[src/rtl/vga_fb_scan.sv]
// vga_fb_scan: clamps the timing generator's active window to H_PIX x V_PIX, scans a framebuffer, and drives RGB/sync with 2-cycle latency.
// Optional test pattern generator (8 vertical colour bars) enabled by defining VGA_FB_TEST_PATTERN_EN.
module vga_fb_scan #(
  parameter int H_PIX  = 640,
  parameter int V_PIX  = 480,
  parameter int PIX_W  = 3,
  parameter int ADDR_W = $clog2(H_PIX*V_PIX)
) (
  input  logic              clk,
  input  logic              rst_n,
  input  logic              hs_i,
  input  logic              vs_i,
  input  logic              hs_valid_i,
  input  logic              vs_valid_i,
  output logic              fb_rd_en,
  output logic [ADDR_W-1:0] fb_rd_addr,
  input  logic [PIX_W-1:0]  fb_rd_data,
  output logic              hs_o,
  output logic              vs_o,
  output logic              de_o,
  output logic [PIX_W-1:0]  rgb_o,
  output logic              frame_done_o
`ifdef VGA_FB_TEST_PATTERN_EN
  ,
  input  logic              test_en
`endif
);
  localparam int XW = $clog2(H_PIX+1);
  localparam int YW = $clog2(V_PIX+1);
  logic [XW-1:0] x;
  logic [YW-1:0] y;
  logic [ADDR_W-1:0] addr;
  logic armed, hs_valid_q, vs_valid_q, active, y_inc;
  logic act_d1, hs_d1, vs_d1;
  logic [PIX_W-1:0] pix;
  // armed stays low after reset until a vertical blank, so a mid-frame reset resumes at the next frame
  assign active = armed & hs_valid_i & vs_valid_i & (x < XW'(H_PIX)) & (y < YW'(V_PIX));
  assign y_inc = armed & hs_valid_q & ~hs_valid_i & vs_valid_q & (x != '0) & (y < YW'(V_PIX));
  assign fb_rd_addr = addr;
`ifdef VGA_FB_TEST_PATTERN_EN
  localparam int BAR_W = H_PIX/8;
  logic tp_d1;
  logic [2:0] bar_d1;
  assign fb_rd_en = active & ~test_en;
  assign pix = tp_d1 ? PIX_W'(bar_d1) : fb_rd_data;
  always_ff @(posedge clk or negedge rst_n) begin
    if (!rst_n) begin
      tp_d1  <= 1'b0;
      bar_d1 <= '0;
    end else begin
      tp_d1  <= test_en;
      bar_d1 <= 3'(x / XW'(BAR_W));
    end
  end
`else
  assign fb_rd_en = active;
  assign pix = fb_rd_data;
`endif
  always_ff @(posedge clk or negedge rst_n) begin
    if (!rst_n) begin
      armed        <= 1'b0;
      hs_valid_q   <= 1'b0;
      vs_valid_q   <= 1'b0;
      x            <= '0;
      y            <= '0;
      addr         <= '0;
      frame_done_o <= 1'b0;
      act_d1       <= 1'b0;
      hs_d1        <= 1'b1;
      vs_d1        <= 1'b1;
      de_o         <= 1'b0;
      hs_o         <= 1'b1;
      vs_o         <= 1'b1;
      rgb_o        <= '0;
    end else begin
      armed        <= armed | ~vs_valid_i;
      hs_valid_q   <= hs_valid_i;
      vs_valid_q   <= vs_valid_i;
      x            <= !hs_valid_i ? '0 : active ? x + 1'b1 : x;
      y            <= !vs_valid_i ? '0 : y_inc ? y + 1'b1 : y;
      addr         <= !vs_valid_i ? '0 : active ? addr + 1'b1 : addr;
      frame_done_o <= y_inc & (y == YW'(V_PIX-1));
      act_d1       <= active;
      hs_d1        <= hs_i;
      vs_d1        <= vs_i;
      de_o         <= act_d1;
      hs_o         <= hs_d1;
      vs_o         <= vs_d1;
      rgb_o        <= act_d1 ? pix : '0;
    end
  end
endmodule

[config.mk]
export PLATFORM = sky130hd
export DESIGN_NAME = vga_fb_scan
export DESIGN_NICKNAME = d
export VERILOG_FILES = /design/src/rtl/vga_fb_scan.sv
export SDC_FILE = /design/constraint.sdc
export NUM_CORES = 1
export LEC_CHECK = 0
export BUFFER_PORTS_ARGS = -buffer_cell sky130_fd_sc_hd__buf_2
export CAP_MARGIN = 20
export CORE_ASPECT_RATIO = 0.5
export CORE_MARGIN = 8
export CORE_UTILIZATION = 50
export CTS_CLUSTER_SIZE = 24
export DETAILED_ROUTE_END_ITERATION = 10
export PLACE_DENSITY_LB_ADDON = 0.3
export SYNTH_ARGS = -nofsm -noshare
export SYNTH_HDL_FRONTEND = slang
export SYNTH_SLANG_ARGS = --single-unit
[constraint.sdc]
create_clock -name clk -period 2.6 [get_ports clk]
set_input_delay 0.13 -clock clk [delete_from_list [all_inputs] [get_ports clk]]
set_output_delay 0.13 -clock clk [all_outputs]
set_load 0.01 [all_outputs]
== Word level (Yosys, flattened, before mapping) ==
Cells that the tools add are included.
Widths: inputs -> output; s select.
Storage, ports and cells
  bits in read-only memories: 0
  flip-flop bits (word level): 51
  RAM bits: 0
  memories: 0
  bits of input ports: 9
  bits in latches: 0
Cells by class
  multipliers: 0
  shift operators: 0
  add/subtract/negate cells: 3
  divide/modulo/power cells: 0
  magnitude comparators: 2
  multiplexer cells: 7
  reduce and logical (&&, ||, !) cells: 1
  bitwise logic cells: 13
  eq/ne operators: 4
Operators by type and width (count)
  $mux 19: 2
  $mux 10: 2
  $add 19x1->19 const B: 1
  $mux 9: 2
  $add 10x1->10 const B: 1
  $and 1x1->1: 10
  $lt 10x10->1 const B: 1
  $reduce_bool 10->1: 1
  $add 9x1->9 const B: 1
  $eq 9x9->1 const B: 1
  $lt 9x9->1 const B: 1
  $ne 2x1->1 const B: 3
  $mux 3: 1
  $not 1->1: 2
  $or 1x1->1: 1

== Logic depth before layout (Yosys ltp) ==
Gate-level depths: netlist (run 1).
  depth after elaboration: 7
  gate-level depth with buffers: 7
  gate-level depth less buffers: 6

== Worst setup path before layout (run 1) ==
Ideal clock, no wire load.
  kind: register to register
  from: register x[0]
  to: register y[8]
  slack: 599 ps
  period minus slack after synthesis: 2001 ps
  stages on the path, launching flop included: 8
  arrival time: 1880 ps
  required time: 2479 ps
  buffers on the path: 1
  path through: dfrtp_1 -> inv_1 -> ha_1 -> or4b_2 -> nor4_4 -> buf_4 -> nor2_1 -> a22o_1
Between the ends
  longest elaborated chain between the ends: 4
RTL lines
  start: declaration: line 30  | logic [XW-1:0] x;
  start signal: assignment: line 79  | x <= !hs_valid_i ? '0 : active ? x + 1'b1 : x;
  $reduce_bool 10->1: line 38  | assign y_inc = armed & hs_valid_q & ~hs_valid_i & vs_valid_q & (x != '0) & (y < YW'(V_PIX));
  $and 1x1->1 (2 in series): line 38
  $ne 2x1->1 (no line)
  end signal: assignment: line 80  | y <= !vs_valid_i ? '0 : y_inc ? y + 1'b1 : y;
  end: declaration: line 31  | logic [YW-1:0] y;
No other way between the ends.
A chain may end at the register's enable or synchronous reset.

== Worst setup path after layout (run 1) ==
  from: register x[0]
  to: register y[1]
Same word-level chain as after synthesis.

==> run metrics, run 1 <==
status=finished clean; drt first-iter violations=166; Crit Reg-Reg Startpoint=x[0]; post-synthesis cell count=239; f_max=0.4372 GHz; RSZ-0062 raised after global routing=false; Worst R2R End=y[1]; Finished Layout Cells=approximately 350; CP Capture Type=flop; Worst EP required=roughly 2800 ps; CTS sink cnt=51; Netlist cell types=33; worst hold path class=primary input to flop; DIE AREA=approximately 0.0075 sq mm; first-pass GRT wire length=9.156 mm; CP Launch Point=x[0]; # IOs=36; endpoints failing hold=0; CTS tree=done; Total Nets Final=between 200 and 300; H-tree depth=2; Slew @ Worst Pin=613.3 ps; GPL Wtd Cong=0.8765; Clock Tree Root=clkbuf_8; routing usage on met1=0.1777; final-report setup violation count=0; crit share post-route=0.8796; initial antenna violation count=0; Tot GR Track Use=0.1497; register bit total from synthesis=51; post-route DRC violation count=0; Clock transition at path regs=80 ps; chip height=65.19 microns; WP depth=6; Final ANT Viol Nets=0; Initial Utilization=0.5044; Pre-antenna DRT Iters=4; Post CTS Setup Buffer Count=0; met2 Use GR=0.2560; critical path, cell by cell=inv_1 -> ha_1 -> or4b_2 -> nor4_4 -> nor2_1 -> mux2i_1; Area Overhead vs Synth=14.06%; drt via density=about 5.9; R2R depth=6; GRT met3 Usage=0.03931; CP max FO=13; GRT Max-Usage Layer=met2; grt total ovfl=0; share of layout cells above drive strength 1=0.1818; mapped cell area=0.002420 sq mm; Fin Clk Skew=9.749 ps; Syn Nets=about 250; vias in the first global route=2011; Reg2Reg Setup Slack=310 ps; Max-cap violations=0; average cell area after synthesis=10.12 sq um; ANT cells=0; Worst path max stage delay=approximately 620 ps; Setup crit start kind=flop; Inst Count DP=approximately 330; min Tclk post-route=about 2300 ps; largest net degree at the start of global routing=32; commonest non-fill, non-tap cells in the layout=dfrtp_1, buf_2, nand2_1; Static Leak=1.213 nW; slowest CP cell=or4b_2; drt wl/cell=14.92 microns; Rel. slew slack=0.5880; IO buf count=35; TritonCTS buffer count=5; pwr dens=494.3 mW/mm^2; Top delay family on crit path=simple AND/OR/NAND/NOR gates; Worst-Skew Late Latency=310 ps; DP HPWL=about 3.7 mm; CP Capture Point=y[1]; Final Max Tran Viols=0; Die X=114.4 microns; via count=~2000; std cell rows=18; worst setup path category=flop to flop; Worst VDD drop=0.2715 mV; sequential fraction of the synthesis area=0.5295; crit path buf inv count=1; most common cell after layout, fill and taps aside=dfrtp_1; drt total wl=5.147 mm; clock buffer depth=2; setup tns final=0 ps; Worst EP arrival=2470 ps; core area=0.004797 sq mm; yosys warns=0
## final cells by class
| type | instances | area [sq um] |
|---|---|---|
| clock buffers | 6 | 72.57 |
| clock inverters | 2 | 12.51 |
| fillers | 430 | 2037 |
| inverters | 8 | 30.03 |
| multi-input cells | 168 | 1056 |
| flip-flops and latches | 51 | 1281 |
| well taps | 70 | 87.58 |
| repair buffers | 40 | 220.2 |
## how the worst min path moves through the flow
stage | slack [ps] | endpoint | start | cells past startpoint
2_1_floorplan | -170 | act_d1 | rst_n | 0
3_3_place_gp | 110 | x[3] | rst_n | 1
3_5_place_dp | 110 | x[3] | rst_n | 1
4_1_cts | 20 | vs_valid_q | vs_valid_i | 1
5_1_grt | 20 | vs_valid_q | vs_valid_i | 1
6_report | 30 | vs_valid_q | vs_valid_i | 1
## power by group
group,total (mW),internal [mW],switching (mW)
clock network,0.440,0.188,0.252
logic,0.100,0.0335,0.0669
registers,0.823,0.810,0.0131
## synthesized netlist by cell type, drive strengths merged
master / n / area, sq um
nand2: 21 / 78.83
or4: 13 / 97.59
ha: 4 / 50.05
o21ai: 11 / 55.05
clkbuf: 8 / 30.03
dfstp: 4 / 105.1
and2: 5 / 31.28
nor3: 1 / 5.000
nor2b: 1 / 6.260
o211ai: 5 / 37.54
o31ai: 17 / 127.6
nor4: 2 / 27.53
mux2i: 7 / 70.07
nand4: 9 / 56.30
o41ai: 1 / 8.760
and3: 4 / 25.02
a22o: 1 / 8.760
inv: 7 / 26.28
buf: 4 / 22.52
a21oi: 20 / 100.1
or3: 10 / 62.56
o21a: 1 / 7.510
dfrtp: 47 / 1176
nand2b: 2 / 12.51
xor2: 2 / 17.52
clkinv: 1 / 3.750
and4: 5 / 43.79
nor2: 7 / 26.28
nand3: 18 / 90.09
or4b: 1 / 10.01
## state kept, by name (all words and copies together) (netlist names), 3 cells and up
signal	count
x	10
rgb_o	3
y	9
fb_rd_addr	19
## cells by family after synthesis
| kind of cell | after synthesis | synth area share |
|---|---|---|
| compound gates | 56 | 0.1427 |
| xor+xnor | 2 | 0.007240 |
| simple gates | 99 | 0.2368 |
| mux | 7 | 0.02896 |
| flops | 51 | 0.5295 |
| buf+inv | 20 | 0.03413 |
| fa+ha+maj | 4 | 0.02068 |
## what timing repair did
action                    CTS  global route
resized for setup           0             0
hold endpoints to repair   22             0
hold buffers                3             0
## per-layer routing
layer | vias up | wire length [microns] | part of all wire
met5 | - | 0 | 0
met4 | 0 | 83 | 0.016
met3 | 8 | 220 | 0.043
met2 | 33 | 2541 | 0.49
met1 | 1021 | 2302 | 0.45
li1 | 965 | - | -
## per-stage QoR
stage	total power [mW]	instance area, sq um	hold slack, ps	setup WS, ps	utilization
2_1_floorplan	0.8954	2420	-165.6	598.5	-
3_3_place_gp	0.9336	2645	108.5	400.4	0.5514
3_5_place_dp	0.9383	2645	112.9	328.8	0.5514
4_1_cts	1.386	2760	21.94	309.3	0.5754
5_1_grt	1.440	2760	22.14	162.0	0.5754
6_report	1.364	2760	30.30	312.9	0.5754
No activity file was read; power rests on OpenSTA's default activity.
==> run 2: changes to the inputs <==
Settings changed: CORE_UTILIZATION 50 to 56.
==> run metrics, run 2 (synthesis gave the netlist of run 1 again) <==
min Tclk post-route=2349 ps (was 2287 ps); Tot GR Track Use=0.1637 (was 0.1497); Clock Tree Root=clkbuf_8 (unchanged); worst hold path class=primary input to flop (unchanged); R2R depth=6 (unchanged); Reg2Reg Setup Slack=250 ps (was 310 ps); Max-cap violations=0 (unchanged); Slew @ Worst Pin=645.2 ps (was 613.3 ps); drt wl/cell=15.87 microns (was 14.92 microns); Worst R2R End=y[0] (was y[1]); drt total wl=5.270 mm (was 5.147 mm); vias in the first global route=1845 (was 2011); Crit Reg-Reg Startpoint=x[0] (unchanged); most common cell after layout, fill and taps aside=dfrtp_1 (unchanged); slowest CP cell=or4b_2 (unchanged); Pre-antenna DRT Iters=4 (unchanged); clock buffer depth=2 (unchanged); commonest non-fill, non-tap cells in the layout=dfrtp_1, buf_2, nand2_1 (unchanged); Clock transition at path regs=100 ps (was 80 ps); Routed met1 length=2.732 mm (was 2.302 mm); max FFs per register=19 (unchanged); endpoints failing hold=0 (unchanged); H-tree depth=2 (unchanged); RSZ-0062 raised after global routing=false (unchanged); final-report setup violation count=0 (unchanged); top routing layer in use=met4 (unchanged); CTS sink cnt=51 (unchanged); CP max FO=13 (unchanged); # IOs=36 (unchanged); drt first-iter violations=125 (was 166); Hold Path Origin=fb_rd_data[2] (was vs_valid_i); f_max=0.4257 GHz (was 0.4372 GHz); # fillers=366 (was 430); CP Capture Type=flop (unchanged); Multi-input gate area=0.001056 sq mm (unchanged); Static Leak=1.221 nW (was 1.213 nW); FF+latch area=0.001281 sq mm (unchanged); Worst VDD drop=0.2519 mV (was 0.2715 mV); Die X=109.0 microns (was 114.4 microns); status=finished clean (unchanged); DP HPWL=3.859 mm (was 3.658 mm); hold endpoint=rgb_o[2] (was vs_valid_q); hold path depth=2 (was 1); Initial Utilization=0.5660 (was 0.5044); pwr dens=508.8 mW/mm^2 (was 494.3 mW/mm^2); Final Max Tran Viols=0 (unchanged); largest net degree at the start of global routing=29 (was 32); CTS tree=done (unchanged); Post CTS Setup Buffer Count=0 (unchanged); met3 WL=412 microns (was 220 microns); post-route DRC violation count=0 (unchanged); GPL Wtd Cong=0.8005 (was 0.8765); Fin Clk Skew=7.824 ps (was 9.749 ps); critical path, cell by cell=inv_1 -> ha_1 -> or4b_2 -> nor4_4 -> nor2_1 -> mux2i_1 (unchanged); WL met2=2.088 mm (was 2.541 mm); post-cts hold buffer count=3 (unchanged); crit share post-route=0.9034 (was 0.8796); Area Overhead vs Synth=13.81% (was 14.06%); Worst-Skew Late Latency=310 ps (about the same); core area=0.004275 sq mm (was 0.004797 sq mm); grt total ovfl=0 (unchanged); post_cts resized=0 (unchanged); worst setup path category=flop to flop (unchanged); TritonCTS buffer count=5 (unchanged); Worst EP required=2790 ps (about the same); Setup crit start kind=flop (unchanged); ANT cells=0 (unchanged); first-pass GRT wire length=9.045 mm (was 9.156 mm); via count=1998 (was 2027); chip height=62.48 microns (was 65.19 microns); setup tns final=0 ps (unchanged); DIE AREA=0.006808 sq mm (was 0.007457 sq mm); Worst path max stage delay=620 ps (about the same); drt via density=6.018 (was 5.875); Total Nets Final=287 (unchanged); Worst EP arrival=2540 ps (was 2470 ps); share of layout cells above drive strength 1=0.1855 (was 0.1818); initial antenna violation count=0 (unchanged); Rel. slew slack=0.5699 (was 0.5880); Final ANT Viol Nets=0 (unchanged); std cell rows=17 (was 18); IO buf count=35 (unchanged); Hold Slack=27.56 ps (was 30.30 ps)
-- run 2: changes by cell type in the layout (fill, tap and decap cells not counted), sizes merged --
| cell | delta |
|---|---|
| clkinvlp | -1 |
| clkbuf | -1 |
| inv | +2 |
-- run 2: layout make-up --
class	count	share of cell area
Tap cell	57	0.02590
Inverter	8	0.01090
Sequential cell	51	0.4652
Clock inverter	3	0.009541
Multi-Input combinational cell	168	0.3835
Clock buffer	5	0.02499
Timing Repair Buffer	40	0.07996
-- run 2: worst max-delay path by stage --
stage          start   end  slack, ps  cells past startpoint
2_1_floorplan   x[0]  y[8]        600                      7
4_1_cts         x[0]  y[0]        270                      6
5_1_grt         x[0]  y[1]        160                      6
6_report        x[0]  y[0]        250                      6
3_5_place_dp    x[0]  y[1]        310                      6
3_3_place_gp    x[0]  y[1]        380                      6
-- run 2: metrics by stage --
stage	util	power, mW	cells	cell area [sq um]	worst slack, ps
2_1_floorplan	-	0.8954	239	2420	598.5
3_3_place_gp	0.6149	0.9356	321	2629	382.1
3_5_place_dp	0.6149	0.9376	321	2629	306.1
4_1_cts	0.6441	1.419	332	2754	274.1
5_1_grt	0.6441	1.459	332	2754	157.9
6_report	0.6441	1.401	332	2754	251.0
-- run 2: worst max-delay path, delay by kind of cell (launching register included) --
family        cells  cell delay, ps
fa+ha+maj         1             130
buf+inv           1              90
mux               1             160
flops             1             460
simple gates      3            1390
-- run 2: layer usage --
| metal | vias to the layer above | GRT usage |
|---|---|---|
| met3 | 5 | 0.04321 |
| met1 | 965 | 0.2520 |
| met5 | - | 0 |
| met4 | 0 | 0.04230 |
| met2 | 57 | 0.2158 |
| li1 | 971 | - |
-- run 2: power by group --
part           internal, mW  switching [mW]
Clock                 0.198           0.278
Sequential            0.810          0.0126
Combinational        0.0331          0.0689
